## config.mk

```make
export PLATFORM = sky130hd
export DESIGN_NAME = adc_spi_responder
export DESIGN_NICKNAME = d
export VERILOG_FILES = /design/src/rtl/adc_spi_pkg.sv /design/src/rtl/adc_sclk_phase_gen.sv /design/src/rtl/adc_spi_responder.sv
export SDC_FILE = /design/constraint.sdc
export NUM_CORES = 1
export LEC_CHECK = 0
export ABC_AREA = 1
export CORE_MARGIN = 2
export CORE_UTILIZATION = 50
export DETAILED_ROUTE_END_ITERATION = 8
export PLACE_DENSITY = 0.71
export SETUP_SLACK_MARGIN = 0.15
export SLEW_MARGIN = 25
export SYNTH_ARGS = -nofsm -noshare
export SYNTH_HDL_FRONTEND = slang
export SYNTH_SLANG_ARGS = --single-unit
export TNS_END_PERCENT = 20
```

## constraint.sdc

```tcl
create_clock -name clk -period 3.42 [get_ports clk]
set_input_delay 0.684 -clock clk [delete_from_list [all_inputs] [get_ports clk]]
set_output_delay 0.684 -clock clk [all_outputs]
set_load 0.05 [all_outputs]
```

## src/rtl/adc_spi_pkg.sv

```systemverilog
// Shared constants, state encoding and MOSI word builder for the ADC SPI responder.
package adc_spi_pkg;

    localparam int unsigned LEAD_BITS    = 4;
    localparam int unsigned DATA_BITS    = 12;
    localparam int unsigned FRAME_BITS   = LEAD_BITS + DATA_BITS;
    localparam int unsigned CH_BITS      = 5;
    localparam int unsigned HDR_BITS     = 3;
    localparam int unsigned CNT_BITS     = 8;
    localparam int unsigned BIT_IDX_BITS = 4;

    localparam logic [HDR_BITS-1:0] CMD_HDR_DEF = 3'b100;

    typedef logic [2:0] state_t;

    localparam state_t IDLE  = 3'd0;
    localparam state_t SETUP = 3'd1;
    localparam state_t SHIFT = 3'd2;
    localparam state_t HOLD  = 3'd3;
    localparam state_t RESP  = 3'd4;

    // Command word shifted out on MOSI, MSB first.
    function automatic logic [FRAME_BITS-1:0] mosi_word(input logic [HDR_BITS-1:0] hdr,
                                                        input logic [CH_BITS-1:0]  ch);
        return {hdr, ch, 8'h00};
    endfunction

endpackage

```

## src/rtl/adc_sclk_phase_gen.sv

```systemverilog
// CLK_DIV phase timer shared by SETUP/SHIFT/HOLD; owns the registered SCLK level.
module adc_sclk_phase_gen
    import adc_spi_pkg::*;
#(
    parameter int unsigned CLK_DIV = 2
) (
    input  logic clk,
    input  logic reset,
    input  logic load,
    input  logic sclk_next,
    output logic phase_end_c,
    output logic sclk
);

    logic [CNT_BITS-1:0] cnt;

    // A load starts a new phase: reload the divider and apply the phase's SCLK level.
    always_ff @(posedge clk or posedge reset) begin
        if (reset) begin
            cnt  <= '0;
            sclk <= 1'b1;
        end else if (load) begin
            cnt  <= CNT_BITS'(CLK_DIV - 1);
            sclk <= sclk_next;
        end else if (cnt != '0) begin
            cnt  <= cnt - CNT_BITS'(1);
        end
    end

    assign phase_end_c = (cnt == '0);

endmodule

```

## src/rtl/adc_spi_responder.sv

```systemverilog
// Command-stream to serial-ADC responder: one SPI frame and one response beat per command.
// Define ADC_LOOPBACK_EN to return the latched channel instead of captured MISO data.
module adc_spi_responder
    import adc_spi_pkg::*;
#(
    parameter int unsigned          CLK_DIV = 2,
    parameter logic [HDR_BITS-1:0]  CMD_HDR = CMD_HDR_DEF
) (
    input  logic                  clk,
    input  logic                  reset,
    input  logic                  cmd_valid,
    output logic                  cmd_ready,
    input  logic [CH_BITS-1:0]    cmd_channel,
    input  logic                  cmd_startofpacket,
    input  logic                  cmd_endofpacket,
    output logic                  resp_valid,
    output logic [DATA_BITS-1:0]  resp_data,
    output logic [CH_BITS-1:0]    resp_channel,
    output logic                  resp_startofpacket,
    output logic                  resp_endofpacket,
    output logic                  adc_cs_n,
    output logic                  adc_sclk,
    output logic                  adc_mosi,
    input  logic                  adc_miso
);

    state_t                   state, state_d;
    logic [CH_BITS-1:0]       ch_q, ch_d;
    logic                     sop_q, sop_d, eop_q, eop_d;
    logic [BIT_IDX_BITS-1:0]  bit_idx, bit_idx_d, bit_prev;
    logic                     cmd_ready_d, cs_n_d, mosi_d, resp_valid_d;
    logic [DATA_BITS-1:0]     resp_data_d;
    logic [CH_BITS-1:0]       resp_channel_d;
    logic                     resp_sop_d, resp_eop_d;
    logic                     load, sclk_next, phase_end;
    logic [FRAME_BITS-1:0]    frame_word;

`ifndef ADC_LOOPBACK_EN
    // Only the last DATA_BITS samples survive, so the lead bits fall off the top.
    logic [DATA_BITS-1:0]     shift_q, shift_d;
`else
    logic                     unused_miso;
    assign unused_miso = adc_miso;
`endif

    assign frame_word = mosi_word(CMD_HDR, ch_q);
    assign bit_prev   = bit_idx - BIT_IDX_BITS'(1);

    adc_sclk_phase_gen #(
        .CLK_DIV     (CLK_DIV)
    ) u_phase (
        .clk         (clk),
        .reset       (reset),
        .load        (load),
        .sclk_next   (sclk_next),
        .phase_end_c (phase_end),
        .sclk        (adc_sclk)
    );

    // Next-state and next-output logic; SHIFT low/high phase is read back from SCLK.
    always_comb begin
        state_d        = state;
        ch_d           = ch_q;
        sop_d          = sop_q;
        eop_d          = eop_q;
        bit_idx_d      = bit_idx;
        cs_n_d         = adc_cs_n;
        mosi_d         = adc_mosi;
        resp_valid_d   = 1'b0;
        resp_data_d    = resp_data;
        resp_channel_d = resp_channel;
        resp_sop_d     = resp_startofpacket;
        resp_eop_d     = resp_endofpacket;
        load           = 1'b0;
        sclk_next      = 1'b1;
`ifndef ADC_LOOPBACK_EN
        shift_d        = shift_q;
`endif
        case (state)
            IDLE: begin
                if (cmd_valid && cmd_ready) begin
                    state_d   = SETUP;
                    ch_d      = cmd_channel;
                    sop_d     = cmd_startofpacket;
                    eop_d     = cmd_endofpacket;
                    bit_idx_d = BIT_IDX_BITS'(FRAME_BITS - 1);
                    cs_n_d    = 1'b0;
                    mosi_d    = CMD_HDR[HDR_BITS-1];
                    load      = 1'b1;
                end
            end
            SETUP: begin
                if (phase_end) begin
                    state_d   = SHIFT;
                    load      = 1'b1;
                    sclk_next = 1'b0;
                    mosi_d    = frame_word[bit_idx];
                end
            end
            SHIFT: begin
                if (phase_end) begin
                    load = 1'b1;
                    if (!adc_sclk) begin
                        sclk_next = 1'b1;
`ifndef ADC_LOOPBACK_EN
                        shift_d   = {shift_q[DATA_BITS-2:0], adc_miso};
`endif
                    end else if (bit_idx == '0) begin
                        state_d   = HOLD;
                        sclk_next = 1'b1;
                    end else begin
                        bit_idx_d = bit_prev;
                        sclk_next = 1'b0;
                        mosi_d    = frame_word[bit_prev];
                    end
                end
            end
            HOLD: begin
                if (phase_end) begin
                    state_d        = RESP;
                    cs_n_d         = 1'b1;
                    mosi_d         = 1'b0;
                    resp_valid_d   = 1'b1;
                    resp_channel_d = ch_q;
                    resp_sop_d     = sop_q;
                    resp_eop_d     = eop_q;
`ifdef ADC_LOOPBACK_EN
                    resp_data_d    = {{(DATA_BITS - CH_BITS){1'b0}}, ch_q};
`else
                    resp_data_d    = shift_q;
`endif
                end
            end
            RESP:    state_d = IDLE;
            default: state_d = IDLE;
        endcase
        cmd_ready_d = (state_d == IDLE);
    end

    // State and registered outputs.
    always_ff @(posedge clk or posedge reset) begin
        if (reset) begin
            state              <= IDLE;
            ch_q               <= '0;
            sop_q              <= 1'b0;
            eop_q              <= 1'b0;
            bit_idx            <= '0;
            cmd_ready          <= 1'b0;
            adc_cs_n           <= 1'b1;
            adc_mosi           <= 1'b0;
            resp_valid         <= 1'b0;
            resp_data          <= '0;
            resp_channel       <= '0;
            resp_startofpacket <= 1'b0;
            resp_endofpacket   <= 1'b0;
`ifndef ADC_LOOPBACK_EN
            shift_q            <= '0;
`endif
        end else begin
            state              <= state_d;
            ch_q               <= ch_d;
            sop_q              <= sop_d;
            eop_q              <= eop_d;
            bit_idx            <= bit_idx_d;
            cmd_ready          <= cmd_ready_d;
            adc_cs_n           <= cs_n_d;
            adc_mosi           <= mosi_d;
            resp_valid         <= resp_valid_d;
            resp_data          <= resp_data_d;
            resp_channel       <= resp_channel_d;
            resp_startofpacket <= resp_sop_d;
            resp_endofpacket   <= resp_eop_d;
`ifndef ADC_LOOPBACK_EN
            shift_q            <= shift_d;
`endif
        end
    end

endmodule

```

Word level (Yosys, flattened, before mapping)
Cells that the tools add are included.

Add/subtract/negate cells: 2. $mul: 0. Divide/modulo/power cells: 0. Magnitude comparators: 2. Eq/ne operators: 9. Shifts and indexed selects: 0. Multiplexer cells: 37. Bitwise gates (word level): 1. Reduce and logical (&&, ||, !) cells: 17.

Operators by type and width (count): 2-to-1 mux 3 bit (6); 2-to-1 mux 1 bit (17); 2-to-1 mux 4 bit (4); 2-to-1 mux 8 bit (2); one-hot mux 3 bit (4 select lines) (1); < comparator 4 x 5 -> 1 bit, second input constant (2); != test 2 bit, second input constant (5); binary-select mux 1 bit (select 4 bit) (2); zero test 8 bit (1); one-hot mux 4 bit (2 select lines) (1); nonzero test 8 bit (1); subtractor 8 x 1 -> 8 bit, second input constant (1); AND reduction 7 bit (1); == test 3 x 2 -> 1 bit, second input constant (2); zero test 3 bit (2); one-hot mux 1 bit (2 select lines) (3); AND reduction 3 bit (2); nonzero test 2 bit (3); AND reduction 5 bit (1); zero test 4 bit (1); one-hot mux 1 bit (4 select lines) (1); AND reduction 2 bit (2); nonzero test 4 bit (1); subtractor 4 x 1 -> 4 bit, second input constant (1); other kinds (5) (5).

Register bits: 58. Bits in latches: 0. RAM bits: 0. ROM bits: 0. Input port bits: 11. Output and inout port bits: 24. Word-level logic and storage cells: 84. Memories: 0.

Depth between registers and ports, before layout
Depth after elaboration: 7. Depth in mapped cells: 12. Gate-level depth less buffers: 11.

Cells and area by module
Synthesis repeated with hierarchy kept, for this count alone.

Cells, all modules: 324. Area, all modules: 2750.1 um2.

By module, submodules not included: adc_spi_responder (times used 1, cells an instance 251, area an instance 2219.6 um2, sequential area each 1227.4 um2); adc_sclk_phase_gen (times used 1, cells an instance 73, area an instance 530.5 um2, sequential area each 226.5 um2).

Least setup slack after synthesis
No wires, ideal clock.

Path type: reg2reg. Start: register bit_idx[0]. End: register bit_idx[1]. Data arrival time: 1491 ps. Required time: 3303 ps. Path slack: 1813 ps. Stages on the path, launching flop included: 10. Buffers on the path: 1. Clock period less this slack: 1607 ps. Path through: dfrtp_1 -> buf_2 -> clkinv_1 -> ha_1 -> nand3_1 -> o21ai_2 -> nor3_2 -> nand2_2 -> nand2_1 -> nand2_1.

Word-level cells in the longest chain between the ends: 5. Elaborated cells between the ends (all ways): 8. Those cells by class: add/sub: 1; eq/ne: 1; mux: 4; reduce/logical: 2.

RTL lines: from (decl) (line adc_spi_responder.sv:30) `logic [BIT_IDX_BITS-1:0] bit_idx, bit_idx_d, bit_prev;`; from (signal assigned) (line adc_spi_responder.sv:164) `bit_idx <= bit_idx_d;`; subtractor 4 x 1 -> 4 bit (line adc_spi_responder.sv:47) `assign bit_prev = bit_idx - BIT_IDX_BITS'(1);`; 2-to-1 mux 4 bit (line adc_spi_responder.sv:108) `end else if (bit_idx == '0) begin`; 2-to-1 mux 4 bit (line adc_spi_responder.sv:103) `if (!adc_sclk) begin`; 2-to-1 mux 4 bit (line adc_spi_responder.sv:101) `if (phase_end) begin`; one-hot mux 4 bit (2 select lines) (line adc_spi_responder.sv:79) `case (state)`.

Parallel ways exist; a longest one is shown, timed or not. The select of a mux whose other input is x is not followed. A chain may end at the register's enable or synchronous reset.

Final worst setup path
Start: register u_phase.sclk. End: output adc_sclk.

RTL lines: from (decl) (line adc_sclk_phase_gen.sv:12) `output logic sclk`; from (signal assigned) (line adc_sclk_phase_gen.sv:24) `sclk <= sclk_next;`; to (decl) (line adc_spi_responder.sv:22) `output logic adc_sclk,`.

No word-level cell between the ends.

==> metrics.yaml <==
cts:
  cts_hold_buf: 0
  clk_pin_slew_ns: 0.07
  cts-buffers-inserted: 9
  cts_sinks: 58
  cts_root_buf: "clkbuf_8"
  clock_latency_ns: 0.34
  post_cts_resized: 0
  cts_tree: "built"
  htree_num_levels: 3
  post_cts_buffers: 0
  clockBufferDepth: 2
power:
  peakVddDrop_mv: 0.453
  power_density_nw_per_um2: 889
  finalPower_mw: 2.94
  p_leak_nw: 1.64
drt:
  drt-total-wl_mm: 5.60
  avgRoutedWirePerCell_um: 12.7
  dr.pass1.iters: 5
  drtAntennaViolNets: 0
  vias: 2218
  drtIter0Drc: 119
  drc: 0
  drt-vias-per-instance: 5.02
floorplanning:
  dieWidth_um: 77.4
  rows: 26
  start_util_pct: 52.5
  die_height_um: 77.4
  core-area_um2: 5140
  ios: 35
  die_area_um2: 6000
global_route:
  grt_pass1_vias: 2127
  track_usage_pct: 20.6
  grt_max_degree: 36
  grt-ovfl-total: 0
  antenna_found_initial: 0
  grt_pass1_wl_mm: 9.58
sta:
  grt_setup_unrepaired: "false"
  final_max_slew_viol_count: 0
  tightestPinTransition_ns: 0.704
  period_share_pct: 69.3
  setup_violations: 0
  skew_ns: 0.0105
  min_period_ns: 2.37
  tns_ns: 0
  finalWorstSetupSlack_ns: 1.05
  fmax_mhz: 422
  relSlewSlack_pct: 53.0
  whs_ns: 0.470
  finalHoldViolations: 0
yosys:
  netlist.area_leader.share_pct: 52.0
  synth_cell_types: 26
  synth_seq_cells: 58
  synth_nets: 340
  ys_seq_area_share_pct: 53.9
  avgSynthCellArea_um2: 8.25
  yosysTopAreaCell: "dfrtp_1"
  netlist_area_um2: 2700
  ys_top_cells_by_area: "dfrtp_1, nand2_1, inv_1"
  synth_cells: 327
  ys_warn_count: 0
critical_path:
  crit_path_top_delay_cell: "clkdlybuf4s50_1"
  critPathTopFamily: "buffers and inverters"
  cp.buffers_inverters: 1
  cp.required_ns: 2.74
  cp_max_fo: 4
  crit_type: "flip-flop to output port"
  cp_slowest_stage_delay_ns: 0.80
  arrival_ns: 1.68
  start_kind: "flip-flop"
  cp-end-kind: "output port"
  cp_cell_sequence: "clkdlybuf4s50_1"
flow_run:
  maxCapViolations: 0
run_status:
  status: "finished, final reports clean"
final_layout:
  nets: 380
  drive_gt1_share_pct: 8.87
  fin_area_um2: 3310
  final_util_pct: 64.4
  fillCellCount: 446
  diodes: 0
  areaGrowthSynthToFinish_pct: 22.7
  final_cells: 442
placed_design:
  hpwl_mm: 3.79
  place_worst_setup_slack_ns: 1.30
  port_buffers: 34
  place.gp.congestion: 0.866
  place_area_um2: 3090
  placedCellCount: 426
worst_hold_path:
  hold_path.class: "flip-flop to flip-flop"
-- layout make-up --
| class | count | area [µm²] | area share (%) |
|---|---|---|---|
| Inverter | 44 | 165 | 4.99 |
| Multi-Input combinational cell | 217 | 1020 | 31.0 |
| Tap cell | 70 | 87.6 | 2.65 |
| Clock inverter | 3 | 65.1 | 1.97 |
| Timing Repair Buffer | 37 | 363 | 11.0 |
| Sequential cell | 58 | 1450 | 43.9 |
| Clock buffer | 13 | 149 | 4.50 |
-- final timing paths --
check,startpoint,endpoint,slack (ns),cells after the start
setup / recovery,u_phase.sclk,adc_sclk,1.05,1
hold / removal,eop_q,resp_endofpacket,0.47,2
setup reg to reg,u_phase.cnt[0],shift_q[9],1.36,6
hold reg to reg,eop_q,resp_endofpacket,0.47,2
max in group asynchronous,reset,adc_cs_n,1.93,3
min in group asynchronous,reset,resp_data[0],0.77,2
-- flip-flops by register name, summed over array words and instances, names as in the netlist, 3 cells and up --
signal,cells
resp_channel,5
bit_idx,4
ch_q,5
state,3
resp_data,12
shift_q,12
u_phase.cnt,8
-- cell usage in the layout, fill, tap and decap left out --
cell             count
a21oi_1              8
buf_4                3
bufinv_16            2
clkbuf_1             3
clkbuf_8            10
clkdlybuf4s50_1     34
clkinv_1             2
clkinv_2             1
dfrtp_1             56
dfstp_2              2
ha_1                 2
inv_1               40
inv_2                2
nand2_1            108
nand2_2              2
nand2_4              3
nand3_1             20
nand3_2              2
nand4_1              4
nor2_1              21
nor2_4               3
nor3_1               2
nor3_2               2
nor3b_1              1
o21ai_0             23
o21ai_1             10
o21ai_2              1
o22ai_1              2
xor2_1               3
-- power breakdown --
part | switching [mW] | internal, mW
registers | 0.154 | 0.882
logic | 0.802 | 0.411
clock network | 0.264 | 0.430
total | 1.22 | 1.72
-- layer usage --
metal  share of wire (%)  wire [µm]  track usage [%]  up-vias
met1                  47       2640             26.4     1041
li1                    -          -                -     1105
met5                   0          0                0        -
met2                  46       2580             32.2       63
met4                 1.6         92             9.64        0
met3                 5.1        284             6.16        9
-- cell families after synthesis --
family | Yosys count | share of synthesized area [%]
and+or+nand+nor | 168 | 27.7
adders and majority gates | 2 | 0.928
AOI/OAI and AO/OA | 44 | 8.40
xor gates and xnor gates | 3 | 0.975
buffers and inverters | 52 | 8.07
DFF | 58 | 53.9
-- synth_stat cells --
cell type,count
o21ai_0,23
nor3_2,2
clkinv_1,2
nand2_1,108
nand3_1,20
clkbuf_2,1
xor2_1,3
nor3_1,2
dfstp_2,2
o21ai_2,1
nor2_1,21
o21ai_1,10
nand2_4,3
dfrtp_1,56
nand4_1,4
nand3_2,2
buf_6,2
a21oi_1,8
inv_2,1
nor3b_1,1
nor2_4,3
nand2_2,2
buf_2,5
inv_1,41
ha_1,2
o22ai_1,2
Power figures use the tool's default switching activity.
